`src/rtl/servo_ramp.sv`:
```
// servo_ramp - rate-limited position ramp for a hobby-servo PWM generator.
//
// A free-running frame counter marks the last cycle of every PWM frame with
// frame_tick. Accepted target commands are clamped into [MIN_POS, MAX_POS]
// and pos_out walks toward the target by at most MAX_STEP per frame, so
// the servo never sees a jump larger than the mechanical slew limit.
//
// Ports:
//   clk        in   sole clock, rising edge
//   rst        in   synchronous active-high reset
//   cmd_valid  in   target command present
//   cmd_pos    in   requested target position (POS_W bits, unsigned)
//   cmd_ready  out  command accepted on an edge where cmd_valid is also high
//   pos_out    out  current position for the downstream PWM generator
//   frame_tick out  one-cycle pulse on the last cycle of each frame
//   busy       out  high while ramping
//   at_target  out  high when pos_out equals the stored target
//
// Configuration macro:
//   SERVO_RAMP_PREEMPT_EN  when defined, commands are accepted during a ramp
//                          and retarget it in flight (including reversal);
//                          when undefined, commands are only taken in IDLE.

module servo_ramp #(
    parameter int CLK_FREQ  = 50000000,
    parameter int PERIOD    = 1000000,
    parameter int POS_W     = 8,
    parameter int MIN_POS   = 0,
    parameter int MAX_POS   = 255,
    parameter int RESET_POS = 0,
    parameter int MAX_STEP  = 1
) (
    input  logic             clk,
    input  logic             rst,
    input  logic             cmd_valid,
    input  logic [POS_W-1:0] cmd_pos,
    output logic             cmd_ready,
    output logic [POS_W-1:0] pos_out,
    output logic             frame_tick,
    output logic             busy,
    output logic             at_target
);

    localparam int               CNT_W    = (PERIOD > 1) ? $clog2(PERIOD) : 1;
    localparam logic [CNT_W-1:0] LAST_CNT = CNT_W'(PERIOD - 1);
    localparam logic [POS_W-1:0] MIN_L    = POS_W'(MIN_POS);
    localparam logic [POS_W-1:0] MAX_L    = POS_W'(MAX_POS);
    localparam logic [POS_W-1:0] RESET_L  = POS_W'(RESET_POS);
    // A step can never usefully exceed the full position span, so cap it
    // before narrowing to the POS_W+1 bit step datapath.
    localparam int               STEP_CAP = (MAX_STEP > (1 << POS_W)) ? (1 << POS_W) : MAX_STEP;
    localparam logic [POS_W:0]   STEP_L   = (POS_W + 1)'(STEP_CAP);

    typedef enum logic {
        IDLE,
        RAMP
    } state_t;

    state_t           state;
    state_t           state_next;
    logic [CNT_W-1:0] frame_cnt;
    logic [CNT_W-1:0] cnt_next;
    logic [POS_W-1:0] target;
    logic [POS_W-1:0] target_next;
    logic [POS_W-1:0] cmd_clamped;
    logic [POS_W-1:0] pos_next;
    logic [POS_W:0]   pos_ext;
    logic [POS_W:0]   tgt_ext;
    logic [POS_W:0]   diff;
    logic [POS_W:0]   step_amt;
    logic [POS_W:0]   pos_sum;
    logic             accept;
    logic             ready_next;

    always_comb begin
        cnt_next    = (frame_cnt == LAST_CNT) ? '0 : frame_cnt + 1'b1;
        accept      = cmd_valid && cmd_ready;

        cmd_clamped = cmd_pos;
        if (cmd_pos < MIN_L) begin
            cmd_clamped = MIN_L;
        end else if (cmd_pos > MAX_L) begin
            cmd_clamped = MAX_L;
        end

        // Distance is computed one bit wider than the position so neither
        // the subtraction nor the add/sub of the step can wrap; limiting the
        // step to the remaining distance prevents overshoot.
        pos_ext  = {1'b0, pos_out};
        tgt_ext  = {1'b0, target};
        diff     = (tgt_ext > pos_ext) ? (tgt_ext - pos_ext) : (pos_ext - tgt_ext);
        step_amt = (diff > STEP_L) ? STEP_L : diff;
        pos_sum  = pos_ext;
        if (state == RAMP && frame_tick) begin
            pos_sum = (tgt_ext > pos_ext) ? (pos_ext + step_amt) : (pos_ext - step_amt);
        end
        pos_next = pos_sum[POS_W-1:0];

        // The step above always uses the old target; a command landing in
        // the same tick cycle only takes effect from the next frame, and the
        // state decision compares it against the already-stepped position.
        target_next = target;
        state_next  = state;
        if (accept) begin
            target_next = cmd_clamped;
            state_next  = (cmd_clamped != pos_next) ? RAMP : IDLE;
        end else if (state == RAMP && pos_next == target) begin
            state_next = IDLE;
        end

`ifdef SERVO_RAMP_PREEMPT_EN
        ready_next = 1'b1;
`else
        ready_next = (state_next == IDLE);
`endif
    end

    // All outputs are registered from the next-state values so busy and
    // at_target line up exactly with state and pos_out.
    always_ff @(posedge clk) begin
        if (rst) begin
            state      <= IDLE;
            frame_cnt  <= '0;
            frame_tick <= 1'b0;
            pos_out    <= RESET_L;
            target     <= RESET_L;
            busy       <= 1'b0;
            at_target  <= 1'b1;
            cmd_ready  <= 1'b0;
        end else begin
            state      <= state_next;
            frame_cnt  <= cnt_next;
            frame_tick <= (cnt_next == LAST_CNT);
            pos_out    <= pos_next;
            target     <= target_next;
            busy       <= (state_next == RAMP);
            at_target  <= (pos_next == target_next);
            cmd_ready  <= ready_next;
        end
    end

endmodule

```
`config.mk`:
```
export PLATFORM = sky130hd
export DESIGN_NAME = servo_ramp
export DESIGN_NICKNAME = d
export VERILOG_FILES = /design/src/rtl/servo_ramp.sv
export SDC_FILE = /design/constraint.sdc
export NUM_CORES = 1
export LEC_CHECK = 0
export CAP_MARGIN = 20
export CORE_UTILIZATION = 40
export CTS_CLUSTER_SIZE = 30
export DETAILED_ROUTE_END_ITERATION = 6
export GPL_ROUTABILITY_DRIVEN = 0
export HOLD_SLACK_MARGIN = 0.12
export PLACE_DENSITY = 0.69
export SYNTH_ARGS = -nofsm -noshare
export SYNTH_HDL_FRONTEND = slang
export SYNTH_SLANG_ARGS = --single-unit
```
`constraint.sdc`:
```
create_clock -name clk -period 6 [get_ports clk]
set_clock_uncertainty 0.15 [all_clocks]
set_input_delay 1.5 -clock clk [delete_from_list [all_inputs] [get_ports clk]]
set_output_delay 1.5 -clock clk [all_outputs]
set_load 0.01 [all_outputs]
```
==> results.cfg, run 1 <==
[layout]
nNetsFinal = 467
layout_commonest_cell = nor2_1
drive_above_1_share_pct = 6.29
area_growth_pct = 12.2
num_antenna_cells = 0
mostFrequentLayoutCells = 58 x nor2_1, 40 x dfxtp_1, 32 x xnor2_1

[floorplan]
die_h_um = 92.7
rows = 32
die_x_um = 92.7
start_util_pct = 42.0
die_area_mm2 = 0.00860
core_area_mm2 = 0.00785
io_pins = 23

[clock_tree]
cts_buffer_depth = 2
path_clk_slew_ns = 0.08
htree_levels = 2
cts_tree = done
cts_sinks = 40
cts_setup_buffers = 0
ctsHoldBuffers = 0
cts_resized = 0
cts_made_buffers = 5
clock_latency_ns = 0.30
cts-root-buf = clkbuf_8

[setup_path]
cp.required_ns = 6.04
worst_ep_arrival_time_ns = 5.55
cp_cell_sequence = inv_1 > ha_1 > nor2b_1 > o21ai_0 > nand2b_1 > a21o_1 > a21o_1 > a211oi_1 > a31oi_1 > o22ai_1 > a31o_2 > ha_1 > and2_1 > fa_1 > nor2b_1 > o21ai_0 > a211oi_1 > a21oi_2 > xnor2_1 > or4_1 > nor4_1 > o21ai_1 > a32o_1
critical_path.max_fanout = 5
startpoint_type = flop
cp-end-kind = flop
cp_slowest_stage_delay_ns = 0.42
slowest_stage = or4_1
path_class = reg -> reg

[grt]
grt_max_degree = 24
overflow = 0
grt_pass1_wl_um = 13000
grt_pass1_vias = 2803
antenna_found_initial = 0
grtUsageTotal_pct = 18.7

[sta]
whs_ns = 0.327
hold_viol_final = 0
worst_pin_slew_ns = 0.877
relSlewSlack_pct = 41.3
final.setup.tns_ns = 0
period_minus_slack_ns = 5.51
fmax_ghz = 0.181
setup_violations = 0
rsz0062_at_grt = no
fin_crit_sh_pct = 91.9
slew_violations = 0

[yosys]
ys_seq_elements = 40
syn_nets = 449
syn_area_mm2 = 0.00329
postSynthCellCount = 410
synth-edff-count = 0
synth-seq-area-share_pct = 24.3
synthArstFlopShare_pct = 0
yosysTopAreaCell = dfxtp_1
yosys.cell_types.count = 65
syn_area_per_cell_um2 = 8.03
synth.area.top_cells = dfxtp_1 24%, ha_1 9.5%, xnor2_1 8.5%, nor2_1 6.6%, xor2_1 5.6%
synth_flop_cell = dfxtp_1
synth_warnings = 0
synth_top_area_share_pct = 24.3

[pwr]
power.density_mw_per_mm2 = 190
ir_worst_vdd_mv = 0.116
leakage_nw = 1.42

[placed_design]
dp_hpwl_um = 5860
io_buffers = 22

[detailed_routing]
via_count = 2895
first_pass_iters = 4
wl_per_cell_um = 14.2
drtIter0Drc = 139
postRouteAntennaNets = 0
totalWireLength_um = 7560
drcViolationCount = 0
via_per_inst = 5.45

[flow_run]
cap_violations = 0

[hold_path]
holdCritPathClass = reg -> reg

[run_status]
status = finished clean
## area by class of cell
type | count | area [um^2]
fill | 791 | 4150
tap | 102 | 128
clock buffer | 6 | 72.6
sequential | 40 | 801
timing repair buffer | 24 | 235
multi-input combinational | 331 | 2330
clock inverter | 2 | 35.0
inverter | 26 | 97.6
## kinds of logic (layout without fill, tap and decap cells)
| kind of cell | Yosys count | after routing | synth area share (%) |
|---|---|---|---|
| xor+xnor | 53 | 53 | 14.1 |
| compound gates | 71 | 71 | 15.9 |
| mux | 10 | 10 | 3.31 |
| simple gates | 168 | 168 | 25.9 |
| flops | 40 | 40 | 24.3 |
| other cells | 1 | 1 | 0.114 |
| buf+inv | 39 | 58 | 5.05 |
| fa+ha+maj | 28 | 28 | 11.3 |
## cells in the mapped netlist, types with 3 or more instances
cell	n
or2b_1	3
and3_1	5
nor3_1	19
xor2_1	21
ha_1	25
o31a_1	3
a31oi_1	3
buf_2	4
o21a_1	3
nand4_1	3
nand2_1	26
and2_1	4
clkbuf_1	5
fa_1	3
o21ai_1	3
nor2b_1	9
nor2_1	58
xnor2_1	32
mux2i_1	8
inv_1	26
nand3_1	15
nor4_1	4
nand2b_1	5
a21oi_2	5
a21oi_1	13
o21ai_0	12
dfxtp_1	40
a21o_1	6
## where the power goes
group	total (mW)	internal, mW	switching [mW]
logic	0.200	0.0941	0.106
clock network	0.222	0.124	0.0986
registers	0.279	0.272	0.00697
total	0.701	0.490	0.211
## flip-flops by register name (all words and copies together) (netlist names)
signal      cells
frame_cnt      20
pos_out         8
target          8
at_target       1
cmd_ready       1
frame_tick      1
state           1
## per-stage QoR
stage / utilization (%) / power (mW) / worst slack (ns) / std cells / cell area, um^2
global placement: 45.7 / 0.481 / 0.582 / 523 / 3590
global route: 47.1 / 0.741 / 0.0464 / 531 / 3690
CTS: 47.1 / 0.704 / 0.474 / 531 / 3690
floorplan: - / 0.438 / 0.996 / 410 / 3290
finish: 47.1 / 0.701 / 0.489 / 531 / 3690
detailed placement: 45.7 / 0.484 / 0.505 / 523 / 3590
## worst paths after layout
path,cells after the start,startpoint,slack [ns],endpoint
max,23,pos_out[1],0.49,state
min,1,frame_cnt[0],0.33,frame_cnt[0]
max reg2reg,23,pos_out[1],0.49,state
min reg2reg,1,frame_cnt[0],0.33,frame_cnt[0]
## layer usage
layer  global-route usage (%)  part of all wire [%]
met4                     6.28                   1.8
met1                     24.4                    48
met2                     31.5                    48
met3                     2.38                   1.9
met5                        0                     0
## worst max-delay path, delay by kind of cell (launching register included)
family / cells / cell delay [ns]
adders and majority gates: 3 / 1.00
xor gates and xnor gates: 1 / 0.16
and+or+nand+nor: 6 / 1.31
AOI/OAI and AO/OA: 12 / 2.21
DFF: 1 / 0.41
buffers and inverters: 1 / 0.18
No activity file was read; power rests on OpenSTA's default activity.
==> run 2, diff against run 1 <==
CTS_BUF_LIST = sky130_fd_sc_hd__clkbuf_4   (was default)
GPL_ROUTABILITY_DRIVEN = default   (was 0)
==> results.cfg, run 2 (same netlist as run 1, synthesis figures left out) <==
[setup_path]
startpoint_type = flop
cp-end-kind = flop
cp.required_ns = 6.11
worst_ep_arrival_time_ns = 5.65
critical_path.max_fanout = 5
path_class = reg -> reg

[layout]
drive_above_1_share_pct = 6.53
nNetsFinal = 467
mostFrequentLayoutCells = 58 x nor2_1, 40 x dfxtp_1, 32 x xnor2_1
layout_commonest_cell = nor2_1
area_growth_pct = 11.4
regArea_um2 = 801
largest_reg_flops = 20
fillCellCount = 794
multi_input_area_mm2 = 0.00233
reg_top3 = frame_cnt (20), pos_out (8), target (8)
num_antenna_cells = 0
regMostFlops = frame_cnt
fin_util_pct = 46.7

[grt]
grt_pass1_wl_um = 12900
grtUsageTotal_pct = 18.6
grt_max_degree = 24
grt_pass1_vias = 2772
antenna_found_initial = 0
overflow = 0

[floorplan]
rows = 32
die_area_mm2 = 0.00860
io_pins = 23
start_util_pct = 42.0
die_x_um = 92.7
die_h_um = 92.7
core_area_mm2 = 0.00785

[pwr]
intPower_mw = 0.458
clkPwrFrac_pct = 28.0
switching_share_pct = 31.2
switching_power_mw = 0.208
pwr-share-comb_pct = 30.1
ir_worst_vdd_mv = 0.134
leakage_nw = 1.41
power.density_mw_per_mm2 = 182
power.share.sequential_pct = 41.9

[detailed_routing]
drcViolationCount = 0
totalWireLength_um = 7520
drtIter0Drc = 101
via_count = 2900
postRouteAntennaNets = 0
first_pass_iters = 4
wl_per_cell_um = 14.2
via_per_inst = 5.46

[clock_tree]
ctsHoldBuffers = 0
cts_buffer_depth = 2
htree_levels = 2
cts_resized = 0
cts_made_buffers = 5
clock_latency_ns = 0.37
cts_sinks = 40
cts_tree = done
path_clk_slew_ns = 0.13
cts-root-buf = clkbuf_4
cts_setup_buffers = 0

[run_status]
status = finished clean

[flow_run]
cap_violations = 0

[placed_design]
gp_congestion = 0.828
dp_hpwl_um = 5860
io_buffers = 22

[sta]
fin_crit_sh_pct = 92.3
setup_violations = 0
slew_violations = 0
final.setup.tns_ns = 0
rsz0062_at_grt = no
hold_viol_final = 0
fmax_ghz = 0.181
relSlewSlack_pct = 39.3
worst_pin_slew_ns = 0.908
period_minus_slack_ns = 5.54

[hold_path]
holdCritPathClass = reg -> reg
-- run 2: cell counts in the layout (fill, tap and decap cells not counted) --
No cell type changed its count.
-- run 2: cell type report --
cell class / instances / share of cell area (%)
multi-input cells: 331 / 63.4
clock buffers: 6 / 1.23
well taps: 102 / 3.48
flip-flops and latches: 40 / 21.8
repair buffers: 24 / 6.41
clock inverters: 2 / 0.955
inverters: 26 / 2.66
-- run 2: layer usage --
metal	GRT usage (%)	vias up	routed length, um
li1	-	1456	-
met1	24.6	1392	3670
met2	31.3	45	3570
met3	2.71	7	183
met4	5.13	0	94
met5	0	-	0
-- run 2: critical path, cell delays in order, from the launching register on --
cell      delay [ns]
dfxtp_1         0.43
inv_1           0.17
ha_1            0.38
nor2b_1         0.15
o21ai_0         0.14
nand2b_1        0.11
a21o_1          0.22
a21o_1          0.20
a211oi_1        0.23
a31oi_1         0.12
o22ai_1         0.26
a31o_2          0.20
ha_1            0.21
and2_1          0.17
fa_1            0.41
nor2b_1         0.19
o21ai_0         0.11
a211oi_1        0.27
a21oi_2         0.11
xnor2_1         0.16
or4_1           0.42
nor4_1          0.27
o21ai_1         0.14
a32o_1          0.23
-- run 2: metrics by stage --
| stage | instances | setup WS, ns | hold WS, ns | power (mW) | cell area [um^2] |
|---|---|---|---|---|---|
| 2_1_floorplan | 410 | 0.996 | 0.276 | 0.438 | 3290 |
| 3_3_place_gp | 523 | 0.582 | 0.295 | 0.481 | 3590 |
| 3_5_place_dp | 523 | 0.505 | 0.310 | 0.484 | 3590 |
| 4_1_cts | 531 | 0.461 | 0.340 | 0.669 | 3670 |
| 5_1_grt | 531 | 0.0333 | 0.369 | 0.706 | 3670 |
| 6_report | 531 | 0.460 | 0.336 | 0.666 | 3670 |
-- run 2: power groups by stage --
stage | registers [mW] | logic, mW | clock network, mW
floorplan | 0.284 | 0.154 | 0
global placement | 0.285 | 0.196 | 0
detailed placement | 0.285 | 0.199 | 0
CTS | 0.279 | 0.200 | 0.189
global route | 0.280 | 0.225 | 0.201
finish | 0.279 | 0.200 | 0.186
-- run 2: worst paths after layout --
kind | start | endpoint | slack [ns] | cells after the start
setup / recovery | pos_out[1] | state | 0.46 | 23
hold / removal | frame_cnt[0] | frame_cnt[0] | 0.34 | 1
hold reg to reg | frame_cnt[0] | frame_cnt[0] | 0.34 | 1
setup reg to reg | pos_out[1] | state | 0.46 | 23
==> run 3, diff against run 2 <==
CORE_MARGIN = 2   (was default)
==> results.cfg, run 3 (same netlist as run 1, synthesis figures left out) <==
[grt]
grt_pass1_vias = 2811
grt_pass1_wl_um = 12700
overflow = 0
antenna_found_initial = 0
grtUsageTotal_pct = 17.6
grt_max_degree = 24

[sta]
setup_violations = 0
whs_ns = 0.344
period_minus_slack_ns = 5.40
relSlewSlack_pct = 42.0
fin_crit_sh_pct = 89.9
worst_pin_slew_ns = 0.867
slew_violations = 0
final.setup.tns_ns = 0
fmax_ghz = 0.185
hold_viol_final = 0
rsz0062_at_grt = no

[setup_path]
cp.required_ns = 6.08
critical_path.max_fanout = 9
startpoint_type = flop
path_class = reg -> reg
cp_cell_sequence = inv_1 > ha_1 > o21ai_0 > a21oi_1 > o21ai_0 > xor2_1 > o211a_4 > and2_1 > a31o_2 > ha_1 > or2b_1 > ha_1 > nor2b_1 > o31a_1 > a211oi_1 > a21oi_2 > xnor2_1 > or4_1 > nor4_1 > o21ai_1 > a32o_1
cp-end-kind = flop
cp_slowest_stage_delay_ns = 0.49
crit_path_frequent_cell = ha_1
slowest_stage = dfxtp_1
worst_ep_arrival_time_ns = 5.48

[pwr]
switching_share_pct = 32.0
clkPwrFrac_pct = 21.3
power.density_mw_per_mm2 = 168
pwr-share-comb_pct = 32.9
switching_power_mw = 0.195
intPower_mw = 0.414
ir_worst_vdd_mv = 0.142
leakage_nw = 1.39
power.share.sequential_pct = 45.8

[layout]
area_growth_pct = 10.4
reg_top3 = frame_cnt (20), pos_out (8), target (8)
multi_input_area_mm2 = 0.00233
regArea_um2 = 802
layout_commonest_cell = nor2_1
drive_above_1_share_pct = 6.32
largest_reg_flops = 20
regMostFlops = frame_cnt
fillCellCount = 845
nNetsFinal = 466
mostFrequentLayoutCells = 58 x nor2_1, 39 x dfxtp_1, 32 x xnor2_1
num_antenna_cells = 0

[placed_design]
dp_hpwl_um = 5950
io_buffers = 22
gp_congestion = 0.859

[detailed_routing]
first_pass_iters = 4
postRouteAntennaNets = 0
drtIter0Drc = 160
drcViolationCount = 0
totalWireLength_um = 7440
via_count = 2866
wl_per_cell_um = 14.0
via_per_inst = 5.39

[floorplan]
core_area_mm2 = 0.00809
die_area_mm2 = 0.00897
io_pins = 23
die_h_um = 94.7
start_util_pct = 40.7
die_x_um = 94.7
rows = 33

[clock_tree]
path_clk_slew_ns = 0.12
cts_buffer_depth = 2
clock_latency_ns = 0.33
cts_setup_buffers = 0
cts_tree = done
cts_sinks = 40
htree_levels = 2
cts_made_buffers = 5
cts-root-buf = clkbuf_4

[run_status]
status = finished clean

[hold_path]
holdCritPathClass = reg -> reg

[flow_run]
cap_violations = 0
## run 3: cell type report
class / count / area share [%]
multi-input cells: 331 / 64.0
flip-flops and latches: 40 / 22.1
repair buffers: 23 / 6.27
well taps: 105 / 3.61
inverters: 26 / 2.69
clock buffers: 6 / 1.24
clock inverters: 1 / 0.138
## run 3: final timing paths
kind	from	to	slack (ns)	depth (start not counted)
setup / recovery	pos_out[2]	state	0.60	21
hold / removal	frame_cnt[0]	frame_cnt[0]	0.34	1
setup reg to reg	pos_out[2]	state	0.60	21
hold reg to reg	frame_cnt[0]	frame_cnt[0]	0.34	1
## run 3: what timing repair did
item | in CTS | in global routing
hold buffers | 0 | 0
endpoints found under the setup margin | 0 | 2
gates resized for setup | 0 | 1
## run 3: metrics by stage
stage | utilization [%] | instances | total power, mW | setup slack [ns] | cell area [um^2]
after detailed placement | 44.3 | 525 | 0.486 | 0.513 | 3580
after global placement | 44.3 | 525 | 0.482 | 0.610 | 3580
after global routing | 44.9 | 532 | 0.655 | 0.0286 | 3630
after floorplan | - | 410 | 0.438 | 0.996 | 3290
after CTS | 44.9 | 532 | 0.620 | 0.480 | 3630
final | 44.9 | 532 | 0.610 | 0.603 | 3630
## run 3: worst max-delay path, delay by kind of cell, from the launching register on
kind | cells | cell delay, ns
simple gates | 5 | 1.25
buf+inv | 1 | 0.07
xor+xnor | 2 | 0.33
flops | 1 | 0.49
compound gates | 10 | 2.01
fa+ha+maj | 3 | 0.98
## run 3: power by group through the flow
stage | Sequential (mW) | Combinational, mW | Clock (mW)
4_1_cts | 0.279 | 0.202 | 0.139
3_3_place_gp | 0.285 | 0.197 | 0
6_report | 0.279 | 0.201 | 0.130
3_5_place_dp | 0.285 | 0.202 | 0
2_1_floorplan | 0.284 | 0.154 | 0
5_1_grt | 0.280 | 0.227 | 0.149
## run 3: layer usage
| metal | track usage, % | wire (um) |
|---|---|---|
| met2 | 31.9 | 3710 |
| met4 | 4.71 | 91 |
| met3 | 3.43 | 318 |
| met1 | 21.1 | 3320 |
| met5 | 0 | 0 |
